## src/rtl/drysponge_pkg.sv

```systemverilog
// drysponge_pkg: shared types and geometry helpers for the DrySponge mix phase.
package drysponge_pkg;

    typedef enum logic [2:0] {IDLE, MIX, RSTART, RWAIT, OUT} mix_state_t;

    localparam int WORD = 32;

    function automatic int idx_w(input int xwords);
        return $clog2(xwords);
    endfunction

    function automatic int chunk_w(input int cwords, input int xwords);
        return cwords * $clog2(xwords);
    endfunction

    function automatic int steps_n(input int iwidth, input int chunk);
        return (iwidth + chunk - 1) / chunk;
    endfunction

endpackage

```

## src/rtl/Gascon_Core_Round.sv

```systemverilog
// Gascon_Core_Round: ROUND_COUNT Gascon-style rounds over C, one per clock after reset release.
// done rises ROUND_COUNT cycles after release and holds; cout is the permuted state.
module Gascon_Core_Round #(
    parameter int CWIDTH      = 128,
    parameter int ROUND_COUNT = 1
) (
    input  logic              clk,
    input  logic              reset,
    input  logic [CWIDTH-1:0] c,
    input  logic              round,
    output logic [CWIDTH-1:0] cout,
    output logic              done
);
    localparam int NW   = CWIDTH / 32;
    localparam int CNTW = $clog2(ROUND_COUNT + 1);

    logic [CWIDTH-1:0] r_s;
    logic [CNTW-1:0]   r_cnt;
    logic              r_done;
    logic [3:0]        w_rc;

    // Constant add on the middle word, chi-like nonlinear layer, then per-word rotate-xor diffusion.
    function automatic logic [CWIDTH-1:0] gascon(input logic [CWIDTH-1:0] s_in, input logic [3:0] rc);
        logic [CWIDTH-1:0] s, t, o;
        logic [31:0]       a;
        s = s_in;
        s[(NW/2)*32 +: 8] = s_in[(NW/2)*32 +: 8] ^ {~rc, rc};
        t = '0;
        o = '0;
        for (int i = 0; i < NW; i++)
            t[i*32 +: 32] = s[i*32 +: 32] ^ (~s[((i+1)%NW)*32 +: 32] & s[((i+2)%NW)*32 +: 32]);
        for (int i = 0; i < NW; i++) begin
            a = t[i*32 +: 32];
            o[i*32 +: 32] = a ^ {a[6:0], a[31:7]} ^ {a[16:0], a[31:17]};
        end
        return o;
    endfunction

    assign w_rc = 4'(r_cnt) + {3'b000, round};

    always_ff @(posedge clk or posedge reset)
        if (reset) begin
            r_s    <= '0;
            r_cnt  <= '0;
            r_done <= 1'b0;
        end else if (!r_done) begin
            r_s    <= gascon(r_cnt == '0 ? c : r_s, w_rc);
            r_cnt  <= r_cnt + 1'b1;
            r_done <= int'(r_cnt) == ROUND_COUNT - 1;
        end

    assign cout = r_s;
    assign done = r_done;

endmodule

```

## src/rtl/drysponge_mix.sv

```systemverilog
// drysponge_mix: absorbs one data block into C by XOR-ing index-selected X words,
// with a Gascon round between consecutive chunks (none after the last).
module drysponge_mix
    import drysponge_pkg::*;
#(
    parameter int CWIDTH      = 128,
    parameter int XWIDTH      = 64,
    parameter int IWIDTH      = 128,
    parameter int ROUND_COUNT = 1
) (
    input  logic              clk,
    input  logic              reset,
    input  logic              in_valid,
    output logic              in_ready,
    input  logic [CWIDTH-1:0] c_in,
    input  logic [XWIDTH-1:0] x_in,
    input  logic [IWIDTH-1:0] data_in,
    output logic              out_valid,
    input  logic              out_ready,
    output logic [CWIDTH-1:0] c_out,
    output logic [XWIDTH-1:0] x_out,
    output logic              busy
);
    localparam int CWORDS = CWIDTH / WORD;
    localparam int XWORDS = XWIDTH / WORD;
    localparam int IDXW   = idx_w(XWORDS);
    localparam int CHUNK  = chunk_w(CWORDS, XWORDS);
    localparam int STEPS  = steps_n(IWIDTH, CHUNK);
    localparam int PW     = STEPS * CHUNK;
    localparam int SW     = $clog2(STEPS + 1);

    mix_state_t        r_state, w_next;
    logic [CWIDTH-1:0] r_c, r_c_out, w_c_mix, w_core_c;
    logic [XWIDTH-1:0] r_x, r_x_out;
    logic [PW-1:0]     r_data;
    logic [SW-1:0]     r_step;
    logic [CHUNK-1:0]  w_chunk;
    logic              r_core_rst, r_out_valid, r_in_ready, r_busy;
    logic              w_core_rst, w_done;

    assign w_chunk    = r_data[int'(r_step)*CHUNK +: CHUNK];
    assign w_core_rst = reset | r_core_rst;

    always_comb begin
        w_c_mix = r_c;
        for (int w = 0; w < CWORDS; w++)
            w_c_mix[w*WORD +: WORD] = r_c[w*WORD +: WORD] ^ r_x[int'(w_chunk[w*IDXW +: IDXW])*WORD +: WORD];
    end

    always_comb begin
        w_next = r_state;
        case (r_state)
            IDLE:    w_next = in_valid ? MIX : IDLE;
            MIX:     w_next = int'(r_step) == STEPS - 1 ? OUT : RSTART;
            RSTART:  w_next = RWAIT;
            RWAIT:   w_next = w_done ? MIX : RWAIT;
            OUT:     w_next = out_ready ? IDLE : OUT;
            default: w_next = IDLE;
        endcase
    end

    // The core stays in reset everywhere except RWAIT, so each step starts from a fresh C.
    always_ff @(posedge clk or posedge reset)
        if (reset) begin
            r_state     <= IDLE;
            r_c         <= '0;
            r_x         <= '0;
            r_data      <= '0;
            r_step      <= '0;
            r_core_rst  <= 1'b1;
            r_out_valid <= 1'b0;
            r_in_ready  <= 1'b1;
            r_busy      <= 1'b0;
            r_c_out     <= '0;
            r_x_out     <= '0;
        end else begin
            r_state     <= w_next;
            r_core_rst  <= w_next != RWAIT;
            r_out_valid <= w_next == OUT;
            r_in_ready  <= w_next == IDLE;
            r_busy      <= w_next != IDLE;
            if (r_state == IDLE && in_valid) begin
                r_c    <= c_in;
                r_x    <= x_in;
                r_data <= PW'(data_in);
                r_step <= '0;
            end
            if (r_state == MIX)
                r_c <= w_c_mix;
            if (r_state == MIX && w_next == OUT) begin
                r_c_out <= w_c_mix;
                r_x_out <= r_x;
            end
            if (r_state == RWAIT && w_done) begin
                r_c    <= w_core_c;
                r_step <= r_step + 1'b1;
            end
        end

    Gascon_Core_Round #(
        .CWIDTH      (CWIDTH),
        .ROUND_COUNT (ROUND_COUNT)
    ) u_core (
        .clk   (clk),
        .c     (r_c),
        .cout  (w_core_c),
        .round (1'b0),
        .reset (w_core_rst),
        .done  (w_done)
    );

    assign in_ready  = r_in_ready;
    assign out_valid = r_out_valid;
    assign busy      = r_busy;
    assign c_out     = r_c_out;
    assign x_out     = r_x_out;

endmodule

```

## config.mk

```make
export PLATFORM = sky130hd
export DESIGN_NAME = drysponge_mix
export DESIGN_NICKNAME = d
export VERILOG_FILES = /design/src/rtl/drysponge_pkg.sv /design/src/rtl/Gascon_Core_Round.sv /design/src/rtl/drysponge_mix.sv
export SDC_FILE = /design/constraint.sdc
export NUM_CORES = 2
export LEC_CHECK = 0
export BUFFER_PORTS_ARGS = -buffer_cell sky130_fd_sc_hd__buf_2
export CORE_UTILIZATION = 60
export DETAILED_ROUTE_END_ITERATION = 16
export GPL_ROUTABILITY_DRIVEN = 0
export PLACE_DENSITY = 0.82
export RECOVER_POWER = 25
export SETUP_SLACK_MARGIN = 0.2
export SLEW_MARGIN = 20
export SYNTH_ARGS = -nofsm -noshare
export SYNTH_HDL_FRONTEND = slang
export SYNTH_SLANG_ARGS = --single-unit
export TNS_END_PERCENT = 100
```

## constraint.sdc

```tcl
create_clock -name clk -period 33.6 [get_ports clk]
set_clock_uncertainty 0.05 [all_clocks]
set_input_delay 6.72 -clock clk [delete_from_list [all_inputs] [get_ports clk]]
set_output_delay 6.72 -clock clk [all_outputs]
set_load 0.02 [all_outputs]
```

==> results.sh <==
export IMPL_max_slew_margin=-3.202
export IMPL_start_util=0.6054
export IMPL_syn_cell_area_um2=40660
export IMPL_hold_depth=2
export IMPL_status="finished, violations left"
export IMPL_place_ws_ns=23.69
export IMPL_cap_viol_max_count=13
export IMPL_cts_buffers=73
export IMPL_area_growth_pct=11.66
export IMPL_reg2reg_to="c_out[81]"
export IMPL_rsz0062_at_grt="no"
export IMPL_vias_per_cell=6.337
export IMPL_wl_per_cell_um=23.58
export IMPL_cp_arrival_ns=12.51
export IMPL_yosys_area_top_type="dfrtp_1"
export IMPL_cellPowerDensity_nw_per_um2=37.81
export IMPL_first_pass_iters=7
export IMPL_cp_end_kind="async pin"
export IMPL_ir_drop_uv=33.75
export IMPL_hold_viol_final=0
export IMPL_p_leak_nw=20.73
export IMPL_boundaryPins=519
export IMPL_clockBufferDepth=3
export IMPL_cts_tree="done"
export IMPL_rows=95
export IMPL_synth_avg_cell_area_um2=8.780
export IMPL_synth_nets=4956
export IMPL_synth_ff_type="dfrtp_1"
export IMPL_critPathLaunchType="input port"
export IMPL_synth_top_area_frac=0.4019
export IMPL_r2r_start="r_step[1]"
export IMPL_clkLatencyLatePin_ns=0.66
export IMPL_rr_worst_depth=10
export IMPL_grt_overflow=0
export IMPL_worstHoldStart="x_out[11]"
export IMPL_hold_end="x_out[11]"
export IMPL_stdcell_count=5737
export IMPL_yosysWarnings=0
export IMPL_path_clk_slew_ns=0.06
export IMPL_cts_setup_buffers=0
export IMPL_r2r_slack_ns=22.55
export IMPL_synth_seq_cells=655
export IMPL_synth_area_leaders="dfrtp_1 40%, nand2_1 9.4%, xnor2_1 8.3%"
export IMPL_cp_max_fo=138
export IMPL_antenna_found_initial=3
export IMPL_grt_max_degree=139
export IMPL_ys_async_sr_fraction=1.000
export IMPL_crit_required_ns=34.19
export IMPL_tightestPinTransition_ns=6.269
export IMPL_final_cell_mix="1013 x nand2_1, 651 x dfrtp_1, 516 x buf_2"
export IMPL_die_h_um=262.3
export IMPL_worst_path_max_delay_cell="clkinvlp_2"
export IMPL_hp_class="reg -> reg"
export IMPL_fmax_mhz=83.91
export IMPL_finalCriticalPeriod_ns=11.92
export IMPL_fin_nets=5127
export IMPL_clock_root_buffer="clkbuf_16"
export IMPL_postCtsHoldBufs=0
export IMPL_remaining_drc_errors=0
export IMPL_finalSetupViolations=0
export IMPL_portBuffers=518
export IMPL_yosys_cell_types_count=41
export IMPL_h_tree_depth=3
export IMPL_drive_gt1_frac=0.1524
export IMPL_die_w_um=262.3
export IMPL_crit_path_cell_trace="clkbuf_1 -> clkinvlp_2 -> buf_4 -> buf_4"
export IMPL_dieArea_um2=68810
export IMPL_drt_initial_drc_count=4782
export IMPL_cts_num_sinks=655
export IMPL_setup_tns_final_ns=0
export IMPL_min_period_over_period=0.3547
export IMPL_fin_ws_ns=21.68
export IMPL_antenna_left=0
export IMPL_critPathKind="in -> async"
export IMPL_yosysSeqAreaShare=0.4032
export IMPL_cp_common_cell="buf_4"
export IMPL_grt_pass1_wl_um=206400
export IMPL_slew_viol_final=992
export IMPL_wl_um=135300
export IMPL_cpPeakStageDelay_ns=3.48
export IMPL_core_um2=67160
export IMPL_post_cts_resized=0
export IMPL_grt_pass1_vias=34755
export IMPL_hpwlAfterDp_um=90480
export IMPL_final_common_cell="nand2_1"
export IMPL_dp_cells=5597
export IMPL_synth_edf_count=0
export IMPL_grtUsageTotal=0.3878
export IMPL_syn_inst=4631
export IMPL_final_fill_count=5271
export IMPL_dr_total_vias=36357
export IMPL_violations="capacitance limit, slew limit"
worst max-delay path, delay by kind of cell:
family   cells  cell delay (ns)
buf+inv      4             5.57
cell type report:
cell class | instances | area [um2] | area share
Antenna cell | 3 | 7.507 | 0.0001654
Clock buffer | 94 | 1996 | 0.04396
Multi-Input combinational cell | 3496 | 22270 | 0.4906
Tap cell | 873 | 1092 | 0.02406
Clock inverter | 40 | 648.1 | 0.01428
Sequential cell | 655 | 16400 | 0.3612
Timing Repair Buffer | 573 | 2973 | 0.06548
Inverter | 3 | 12.51 | 0.0002756
worst max path at each step:
stage / start / endpoint / cells past startpoint
finish: reset / c_out[113] / 4
global route: reset / r_c[115] / 4
CTS: in_valid / r_c[42] / 7
detailed placement: in_valid / r_c[42] / 7
global placement: in_valid / r_c[13] / 7
floorplan: reset / busy / 1
layer usage:
metal | global-route usage | up-vias | share of wire
met5 | 0 | - | 0.00025
met1 | 0.5068 | 17531 | 0.39
met4 | 0.2203 | 2 | 0.061
met2 | 0.5868 | 2259 | 0.45
met3 | 0.1006 | 508 | 0.10
li1 | - | 16057 | -
Yosys cell counts (4+ instances only):
master,count
buf_2,28
or2_2,4
buf_4,11
nand2_1,1013
clkbuf_1,377
nor2_1,310
a211oi_1,134
and2_1,6
buf_1,37
or3_1,5
o22ai_1,128
xor2_1,254
a311o_1,4
mux2_2,14
mux2i_1,277
o21ai_0,226
nor3_1,9
dfrtp_1,653
a22o_1,13
nand3b_1,6
o31a_1,125
mux4_2,16
a31oi_1,128
nand2b_1,119
buf_6,24
a221o_1,125
xnor2_1,386
nand3_1,10
a21oi_1,38
nor2b_1,132
power breakdown:
group | internal (mW) | switching, mW
Clock | 0.528 | 0.363
Combinational | 0.0140 | 0.0235
Sequential | 0.789 | 0
Total | 1.33 | 0.386
flip-flops by register name, summed over array words and instances (netlist names):
| signal | flops |
|---|---|
| c_out | 128 |
| r_c | 128 |
| r_data | 128 |
| u_core.cout | 128 |
| r_x | 64 |
| x_out | 64 |
| r_step | 6 |
| r_state | 3 |
| busy | 1 |
| in_ready | 1 |
| out_valid | 1 |
| r_core_rst | 1 |
| u_core.done | 1 |
| u_core.r_cnt | 1 |
stage by stage:
step / hold slack (ns) / utilization / power, mW / cell area, um2
finish: 0.4177 / 0.6760 / 1.717 / 45400
global route: 0.4283 / 0.6760 / 1.755 / 45400
CTS: 0.4211 / 0.6763 / 1.719 / 45420
detailed placement: 0.4059 / 0.6369 / 0.8411 / 42770
global placement: 0.4034 / 0.6369 / 0.8417 / 42770
floorplan: 0.3879 / - / 0.8135 / 40660
kinds of logic after synthesis:
| logic type | count (synthesis) | share of synthesized area |
|---|---|---|
| buffers and inverters | 480 | 0.05062 |
| AND/OR/NAND/NOR | 1621 | 0.1679 |
| multiplexers | 307 | 0.08093 |
| AO/OA/AOI/OAI | 927 | 0.1592 |
| adder cells (fa/ha/maj) | 1 | 0.0003077 |
| flip-flops | 655 | 0.4032 |
| XOR/XNOR | 640 | 0.1379 |
Power figures use the tool's default switching activity.
